<file path="src/rtl/lsu_defer_buffer.sv">
// Issue-stage defer buffer: parks instructions in a small FIFO and lets independent
// non-memory instructions bypass a head load/store that is stalled on the LSU.
package lsu_defer_buffer_pkg;
    typedef enum logic [2:0] {
        FU_NONE, FU_LOAD, FU_STORE, FU_ALU, FU_CTRL_FLOW, FU_MULT, FU_CSR
    } fu_t;

    typedef struct packed {
        logic [7:0] tag;
        fu_t        fu;
        logic [4:0] rs1;
        logic [4:0] rs2;
        logic [4:0] rd;
    } scoreboard_entry_t;
endpackage

module lsu_defer_buffer
    import lsu_defer_buffer_pkg::*;
#(
    parameter int DEPTH      = 2,
    parameter int MAX_BYPASS = 4,
    parameter bit BYPASS_EN  = 1'b1
) (
    input  logic                       clk_i,
    input  logic                       rst_i,
    input  logic                       flush_i,
    input  logic                       debug_req_i,
    input  scoreboard_entry_t          issue_entry_i,
    input  logic                       issue_entry_valid_i,
    input  logic                       is_ctrl_flow_i,
    output logic                       issue_instr_ack_o,
    output scoreboard_entry_t          issue_entry_o,
    output logic                       issue_entry_valid_o,
    output logic                       is_ctrl_flow_o,
    input  logic                       issue_instr_ack_i,
    input  logic                       lsu_ready_i,
    output logic [$clog2(DEPTH+1)-1:0] count_o,
    output logic                       bypass_o
);
    localparam int PTR_W  = (DEPTH > 1) ? $clog2(DEPTH) : 1;
    localparam int CNT_W  = $clog2(DEPTH + 1);
    localparam int BCNT_W = $clog2(MAX_BYPASS + 1);

    typedef struct packed {
        scoreboard_entry_t sbe;
        logic              valid;
        logic              is_ctrl_flow;
    } fifo_entry_t;

    fifo_entry_t       mem_q [DEPTH];
    logic [PTR_W-1:0]  head_q, head_d, tail_q, tail_d;
    logic [CNT_W-1:0]  count_q, count_d;
    logic [BCNT_W-1:0] byp_cnt_q, byp_cnt_d;

    fifo_entry_t head;
    logic        empty, full, skip_in, hazard, bypass, push, pop;

    function automatic logic [PTR_W-1:0] next_ptr(input logic [PTR_W-1:0] p);
        return (p == PTR_W'(DEPTH - 1)) ? '0 : p + 1'b1;
    endfunction

    // Register index 0 is hardwired, so it never creates a dependency.
    function automatic logic reg_match(input logic [4:0] a, input logic [4:0] b);
        return (a != 5'd0) && (a == b);
    endfunction

    assign head    = mem_q[head_q];
    assign empty   = (count_q == '0);
    assign full    = (count_q == CNT_W'(DEPTH));
    assign skip_in = is_ctrl_flow_i || (issue_entry_i.fu == FU_CSR);

    // Only slots between head and tail hold live entries; stale slots are ignored.
    always_comb begin
        hazard = 1'b0;
        for (int i = 0; i < DEPTH; i++) begin
            int                off;
            scoreboard_entry_t e;
            off = i - int'(head_q);
            if (off < 0) off = off + DEPTH;
            e = mem_q[i].sbe;
            if (off < int'(count_q)) begin
                if (e.fu == FU_LOAD && (reg_match(issue_entry_i.rs1, e.rd) ||
                                        reg_match(issue_entry_i.rs2, e.rd) ||
                                        reg_match(issue_entry_i.rd, e.rd)))
                    hazard = 1'b1;
                if (reg_match(issue_entry_i.rd, e.rs1) ||
                    (e.fu == FU_STORE && reg_match(issue_entry_i.rd, e.rs2)))
                    hazard = 1'b1;
            end
        end
    end

    assign bypass = BYPASS_EN && !debug_req_i && !empty && !lsu_ready_i
                 && (head.sbe.fu inside {FU_LOAD, FU_STORE})
                 && issue_entry_valid_i
                 && !(issue_entry_i.fu inside {FU_LOAD, FU_STORE, FU_CTRL_FLOW, FU_CSR})
                 && (byp_cnt_q < BCNT_W'(MAX_BYPASS))
                 && !hazard;

    // NOTE: every signal driven here gets a default first so no path infers a latch.
    always_comb begin
        head_d              = head_q;
        tail_d              = tail_q;
        count_d             = count_q;
        byp_cnt_d           = byp_cnt_q;
        push                = 1'b0;
        pop                 = 1'b0;
        issue_entry_o       = issue_entry_i;
        issue_entry_valid_o = 1'b0;
        is_ctrl_flow_o      = 1'b0;
        issue_instr_ack_o   = 1'b0;
        bypass_o            = 1'b0;
        count_o             = rst_i ? '0 : count_q;

        if (rst_i) begin
            // outputs stay quiet; state is cleared by the register process
        end else if (flush_i) begin
            head_d    = '0;
            tail_d    = '0;
            count_d   = '0;
            byp_cnt_d = '0;
        end else if (empty) begin
            issue_entry_valid_o = issue_entry_valid_i;
            is_ctrl_flow_o      = is_ctrl_flow_i;
            push                = issue_entry_valid_i && !issue_instr_ack_i && !skip_in;
            issue_instr_ack_o   = issue_entry_valid_i && (issue_instr_ack_i || !skip_in);
        end else if (bypass) begin
            issue_entry_valid_o = 1'b1;
            is_ctrl_flow_o      = is_ctrl_flow_i;
            issue_instr_ack_o   = issue_instr_ack_i;
            bypass_o            = 1'b1;
            if (issue_instr_ack_i && byp_cnt_q != BCNT_W'(MAX_BYPASS))
                byp_cnt_d = byp_cnt_q + 1'b1;
        end else begin
            issue_entry_o       = head.sbe;
            issue_entry_valid_o = head.valid;
            is_ctrl_flow_o      = head.is_ctrl_flow;
            pop                 = issue_instr_ack_i;
            push                = issue_entry_valid_i && !skip_in && (!full || pop);
            issue_instr_ack_o   = push;
        end

        if (!rst_i && !flush_i) begin
            if (push) tail_d = next_ptr(tail_q);
            if (pop)  head_d = next_ptr(head_q);
            count_d = count_q + CNT_W'(push) - CNT_W'(pop);
            if (pop || count_d == '0) byp_cnt_d = '0;
        end
    end

    always_ff @(posedge clk_i) begin
        if (rst_i) begin
            head_q    <= '0;
            tail_q    <= '0;
            count_q   <= '0;
            byp_cnt_q <= '0;
        end else begin
            head_q    <= head_d;
            tail_q    <= tail_d;
            count_q   <= count_d;
            byp_cnt_q <= byp_cnt_d;
        end
    end

    // NOTE: storage is not reset; the count alone decides which slots are live.
    always_ff @(posedge clk_i) begin
        if (push) mem_q[tail_q] <= '{sbe: issue_entry_i, valid: issue_entry_valid_i,
                                     is_ctrl_flow: is_ctrl_flow_i};
    end
endmodule
</file>
<file path="config.mk">
export PLATFORM = sky130hd
export DESIGN_NAME = lsu_defer_buffer
export DESIGN_NICKNAME = d
export VERILOG_FILES = /design/src/rtl/lsu_defer_buffer.sv
export SDC_FILE = /design/constraint.sdc
export NUM_CORES = 1
export LEC_CHECK = 0
export ABC_AREA = 1
export ABC_CLOCK_PERIOD_IN_PS = 2700
export CAP_MARGIN = 0
export CORE_ASPECT_RATIO = 0.6
export CORE_MARGIN = 3
export CORE_UTILIZATION = 45
export DETAILED_ROUTE_END_ITERATION = 6
export DONT_BUFFER_PORTS = 1
export HOLD_SLACK_MARGIN = 0.1
export PLACE_DENSITY = 0.68
export SLEW_MARGIN = 10
export SYNTH_ARGS = -nofsm -noshare
export SYNTH_HDL_FRONTEND = slang
export SYNTH_SLANG_ARGS = --single-unit
export TNS_END_PERCENT = 5
</file>
<file path="constraint.sdc">
create_clock -name clk_i -period 2.7 [get_ports clk_i]
set_input_delay 0.135 -clock clk_i [delete_from_list [all_inputs] [get_ports clk_i]]
set_output_delay 0.135 -clock clk_i [all_outputs]
set_load 0.02 [all_outputs]
</file>
==> impl_results.html <==
<table>
<tr><th>Metric</th><th>Value</th></tr>
<tr><th colspan="2">Setup path</th></tr>
<tr><td>Largest driver fanout on the critical path</td><td>6</td></tr>
<tr><td>Startpoint kind of the worst setup timing path</td><td>flop</td></tr>
<tr><td>Type of element capturing the critical path</td><td>flop</td></tr>
<tr><td>Required time of the critical path</td><td>2.97 ns</td></tr>
<tr><td>Critical Path Source</td><td>mem_q[0][6]$_DFFE_PP_</td></tr>
<tr><td>Kind of critical path</td><td>reg2reg</td></tr>
<tr><td>Worst path arrival time</td><td>2.86 ns</td></tr>
<tr><td>Crit Reg-Reg Startpoint</td><td>mem_q[0][6]$_DFFE_PP_</td></tr>
<tr><td>End point of the critical path</td><td>byp_cnt_q[2]$_SDFF_PP0_</td></tr>
<tr><td>Worst reg2reg path endpoint</td><td>byp_cnt_q[2]$_SDFF_PP0_</td></tr>
<tr><td>R2R setup slack</td><td>0.11 ns</td></tr>
<tr><td>Number of cells on the worst reg-to-reg path</td><td>16</td></tr>
<tr><th colspan="2">Cells and area</th></tr>
<tr><td>Layout area overhead</td><td>28.9%</td></tr>
<tr><td>Share of cells above drive strength 1</td><td>18.3%</td></tr>
<tr><td>Final non-filler cell total</td><td>634</td></tr>
<tr><td>Post-route cell area</td><td>4920 µm²</td></tr>
<tr><td>Antenna cell count</td><td>0</td></tr>
<tr><td>Fin nets</td><td>559</td></tr>
<tr><th colspan="2">Place</th></tr>
<tr><td>Hpwl dp</td><td>6.56 mm</td></tr>
<tr><td>Placement-stage cell area</td><td>4150 µm²</td></tr>
<tr><td>Gp weighted congestion</td><td>0.918</td></tr>
<tr><td>Pre-CTS setup slack</td><td>0.0853 ns</td></tr>
<tr><td>Number of buffers inserted by port buffering</td><td>0</td></tr>
<tr><td>Placed insts</td><td>581</td></tr>
<tr><th colspan="2">Detailed routing</th></tr>
<tr><td>Vias per cell</td><td>5.12</td></tr>
<tr><td>Detailed-routing iteration count for the pre-antenna-repair pass</td><td>6</td></tr>
<tr><td>Via count</td><td>3,244</td></tr>
<tr><td>Avg WL per Cell</td><td>15.9 µm</td></tr>
<tr><td>Number of remaining DRC errors</td><td>0</td></tr>
<tr><td>Number of nets still failing antenna checks after routing</td><td>0</td></tr>
<tr><td>Iteration-0 DRC count of the detailed router</td><td>226</td></tr>
<tr><td>Final WL</td><td>10.1 mm</td></tr>
<tr><th colspan="2">Timing</th></tr>
<tr><td>Minimum clock period after layout</td><td>2.59 ns</td></tr>
<tr><td>Final-report max-slew violation count</td><td>0</td></tr>
<tr><td>Part of the cycle the worst path needs</td><td>96.0%</td></tr>
<tr><td>Worst Slack Setup Final</td><td>0.107 ns</td></tr>
<tr><td>Worst slew margin</td><td>75.2%</td></tr>
<tr><td>Number of hold-slack violations in the final timing report</td><td>0</td></tr>
<tr><td>Clock Skews</td><td>0.00719 ns</td></tr>
<tr><td>Worst Max-Slew Pin Slew</td><td>0.368 ns</td></tr>
<tr><td>Hold_ws</td><td>0.146 ns</td></tr>
<tr><td>Setup violators final</td><td>0</td></tr>
<tr><td>Highest attainable clock frequency</td><td>386 MHz</td></tr>
<tr><td>RSZ-0062 raised after global routing</td><td>true</td></tr>
<tr><th colspan="2">Floorplan</th></tr>
<tr><td>Core Rows</td><td>25</td></tr>
<tr><td>Count of pins on the block boundary</td><td>66</td></tr>
<tr><td>DIE WIDTH</td><td>125 µm</td></tr>
<tr><td>Starting Density</td><td>47.4%</td></tr>
<tr><td>Area enclosed by the die boundary</td><td>9650 µm²</td></tr>
<tr><td>Placeable Area</td><td>8040 µm²</td></tr>
<tr><td>Die Span Y</td><td>77.3 µm</td></tr>
<tr><th colspan="2">Global routing</th></tr>
<tr><td>Global route overflow</td><td>0</td></tr>
<tr><td>Maximum number of pins on one net before global-route repair</td><td>27</td></tr>
<tr><td>Number of global-route vias before repair</td><td>3,039</td></tr>
<tr><td>GRT Overall Usage</td><td>21.4%</td></tr>
<tr><td>Antenna violations before repair</td><td>0</td></tr>
<tr><td>First-pass GRT wire length</td><td>16.0 mm</td></tr>
<tr><th colspan="2">Status</th></tr>
<tr><td>Status</td><td>completed</td></tr>
<tr><th colspan="2">Worst hold path</th></tr>
<tr><td>Worst hold path type</td><td>in2reg</td></tr>
<tr><th colspan="2">CTS</th></tr>
<tr><td>Clock net sink count</td><td>63</td></tr>
<tr><td>Clock edge transition at the registers on the reported setup and hold paths</td><td>0.06 ns</td></tr>
<tr><td>Clock buffer depth</td><td>2</td></tr>
<tr><td>Maximum level of the CTS H-tree</td><td>3</td></tr>
<tr><td>CTS buffer count</td><td>9</td></tr>
<tr><td>CTS root buffer</td><td>sky130_fd_sc_hd__clkbuf_16</td></tr>
<tr><td>Source-to-sink clock delay at the later pin of the worst-skew pair</td><td>0.34 ns</td></tr>
<tr><td>CTS tree</td><td>built</td></tr>
<tr><th colspan="2">Power and ir drop</th></tr>
<tr><td>VDD IR max</td><td>0.000446 V</td></tr>
<tr><td>Leakage</td><td>0.00209 µW</td></tr>
<tr><td>Total power density per cell area</td><td>550 nW/µm²</td></tr>
<tr><th colspan="2">Logic synthesis</th></tr>
<tr><td>Synthesized instance count</td><td>451</td></tr>
<tr><td>Yosys synthesis warning count</td><td>0</td></tr>
<tr><td>Cell Area, Synth</td><td>3810 µm²</td></tr>
<tr><td>Post-synthesis sequential element count</td><td>63</td></tr>
<tr><td>Sequential cell area fraction in the yosys report</td><td>47.8%</td></tr>
<tr><td>Syn_nets</td><td>489</td></tr>
<tr><td>Mean instance size in the synthesized netlist</td><td>8.46 µm²</td></tr>
<tr><td>Count of different cell masters after synthesis</td><td>29</td></tr>
<tr><th colspan="2">Run</th></tr>
<tr><td>Max Cap Violations</td><td>0</td></tr>
</table>
==> critical path, cell delays in order (launching register included) <==
cell and delay [ns]:
sky130_fd_sc_hd__edfxtp_1 0.49, sky130_fd_sc_hd__xor2_1 0.20, sky130_fd_sc_hd__nor2_1 0.15, sky130_fd_sc_hd__nand3b_1 0.11, sky130_fd_sc_hd__nand3_2 0.08, sky130_fd_sc_hd__nand2_1 0.05, sky130_fd_sc_hd__nand2_1 0.09, sky130_fd_sc_hd__nand2_2 0.07
sky130_fd_sc_hd__nand3_4 0.11, sky130_fd_sc_hd__nand4_1 0.13, sky130_fd_sc_hd__ha_1 0.33, sky130_fd_sc_hd__inv_2 0.04, sky130_fd_sc_hd__ha_4 0.16, sky130_fd_sc_hd__xor2_2 0.18, sky130_fd_sc_hd__a21oi_2 0.17, sky130_fd_sc_hd__nand2_2 0.08
sky130_fd_sc_hd__a21oi_2 0.09
==> power by group <==
part           total [µW]  switching, µW  internal (µW)  leakage [µW]
clock                1410            415            993      0.000173
sequential           1070           3.99           1070      0.000561
combinational         225            118            107       0.00136
total                2700            536           2170       0.00209
==> area by class of cell <==
type | instances | area, µm²
Clock buffer | 10 | 229
Clock inverter | 6 | 133
Fill cell | 681 | 3120
Inverter | 46 | 173
Multi-Input combinational cell | 326 | 1740
Sequential cell | 63 | 1820
Tap cell | 108 | 135
Timing Repair Buffer | 75 | 684
==> synth_stat cells <==
cell type                  count  area (µm²)
sky130_fd_sc_hd__nand2_1     122         458
sky130_fd_sc_hd__edfxtp_1     56        1680
sky130_fd_sc_hd__nor2_1       53         199
sky130_fd_sc_hd__inv_1        41         154
sky130_fd_sc_hd__o21ai_0      39         195
sky130_fd_sc_hd__xor2_1       23         201
sky130_fd_sc_hd__xnor2_1      17         149
sky130_fd_sc_hd__nand3_1      14        70.1
sky130_fd_sc_hd__o21ai_1      12        60.1
sky130_fd_sc_hd__or2_2        12        75.1
sky130_fd_sc_hd__buf_6         7        78.8
sky130_fd_sc_hd__dfxtp_1       7         140
sky130_fd_sc_hd__a21oi_2       6        52.6
sky130_fd_sc_hd__a21oi_1       5        25.0
sky130_fd_sc_hd__clkbuf_1      5        18.8
sky130_fd_sc_hd__inv_2         5        18.8
sky130_fd_sc_hd__nor3_1        5        25.0
sky130_fd_sc_hd__buf_4         4        30.0
sky130_fd_sc_hd__ha_1          4        50.1
sky130_fd_sc_hd__nand4_1       4        25.0
sky130_fd_sc_hd__nand3b_1      2        15.0
sky130_fd_sc_hd__a31oi_1       1        6.26
sky130_fd_sc_hd__and2_1        1        6.26
sky130_fd_sc_hd__nand2_4       1        11.3
sky130_fd_sc_hd__nand3_2       1        10.0
sky130_fd_sc_hd__nand3_4       1        17.5
sky130_fd_sc_hd__nor2_4        1        11.3
sky130_fd_sc_hd__nor4_4        1        21.3
sky130_fd_sc_hd__o21a_1        1        7.51
==> flip-flops by register name, summed over array words and instances, names as in the netlist <==
signal and flops:
tail_q 1, mem_q 56, byp_cnt_q 3, head_q 1
count_q 2
==> per-stage QoR <==
step                total power [µW]  setup TNS (ns)  utilization [%]
floorplan                       1230          -12.08                -
finish                          2700               0             61.2
detailed placement              1270               0             51.6
global route                    2790          -0.372             61.2
global placement                1260               0             51.6
CTS                             2720               0             60.1
==> how the worst min path moves through the flow <==
stage                                          to              start  slack [ns]  cells past startpoint
after floorplan             mem_q[0][0]$_DFFE_PP_     is_ctrl_flow_i        0.23                      0
after global placement     mem_q[0][26]$_DFFE_PP_  issue_entry_i[24]        0.23                      0
after detailed placement   mem_q[1][20]$_DFFE_PP_  issue_entry_i[18]        0.23                      0
after CTS                 count_q[0]$_SDFFE_PP0P_              rst_i        0.14                      3
after global routing            tail_q$_SDFF_PP0_  issue_instr_ack_i        0.19                      4
final                           tail_q$_SDFF_PP0_  issue_instr_ack_i        0.15                      4
==> logic make-up after synthesis <==
logic type	Yosys count	synth area share [%]
simple gates	218	24.8
compound gates	64	9.09
flops	63	47.8
buf+inv	62	7.87
xor+xnor	40	9.19
fa+ha+maj	4	1.31
==> layout by cell type, fill, tap and decap left out, types with 2 or more instances in the layout <==
| cell type | netlist | final |
|---|---|---|
| sky130_fd_sc_hd__nand2_2 | 0 | 2 |
| sky130_fd_sc_hd__o21ai_0 | 39 | 38 |
| sky130_fd_sc_hd__bufinv_16 | 0 | 4 |
| sky130_fd_sc_hd__xnor2_1 | 17 | 17 |
| sky130_fd_sc_hd__nor2_4 | 1 | 2 |
| sky130_fd_sc_hd__or2_2 | 12 | 12 |
| sky130_fd_sc_hd__o21ai_1 | 12 | 13 |
| sky130_fd_sc_hd__dlygate4sd3_1 | 0 | 32 |
| sky130_fd_sc_hd__inv_2 | 5 | 6 |
| sky130_fd_sc_hd__buf_4 | 4 | 39 |
| sky130_fd_sc_hd__nand3_1 | 14 | 13 |
| sky130_fd_sc_hd__clkbuf_16 | 0 | 9 |
| sky130_fd_sc_hd__a21oi_1 | 5 | 4 |
| sky130_fd_sc_hd__nand2_1 | 122 | 120 |
| sky130_fd_sc_hd__ha_1 | 4 | 3 |
| sky130_fd_sc_hd__nand3b_1 | 2 | 2 |
| sky130_fd_sc_hd__nor3_1 | 5 | 4 |
| sky130_fd_sc_hd__edfxtp_1 | 56 | 56 |
| sky130_fd_sc_hd__dfxtp_1 | 7 | 7 |
| sky130_fd_sc_hd__inv_1 | 41 | 40 |
| sky130_fd_sc_hd__nand3_2 | 1 | 2 |
| sky130_fd_sc_hd__buf_12 | 0 | 3 |
| sky130_fd_sc_hd__nor2_1 | 53 | 51 |
| sky130_fd_sc_hd__nand4_1 | 4 | 4 |
| sky130_fd_sc_hd__a21oi_2 | 6 | 7 |
| sky130_fd_sc_hd__xor2_1 | 23 | 22 |
==> per-layer routing <==
metal  track usage [%]  wire [µm]  part of all wire (%)
met3              9.05       1100                    11
met5                 0          0                     0
met4              5.09         96                  0.95
met2              29.7       4040                    40
met1              30.9       4860                    48
==> timing repair <==
| action | 4_1_cts | 5_1_grt |
|---|---|---|
| endpoints found under the setup margin | 0 | 27 |
| setup buffers | 0 | 5 |
| hold buffers | 32 | 0 |
| gates resized for setup | 0 | 12 |
| endpoints found under the hold margin | 58 | 0 |
Power figures use the tool's default switching activity.
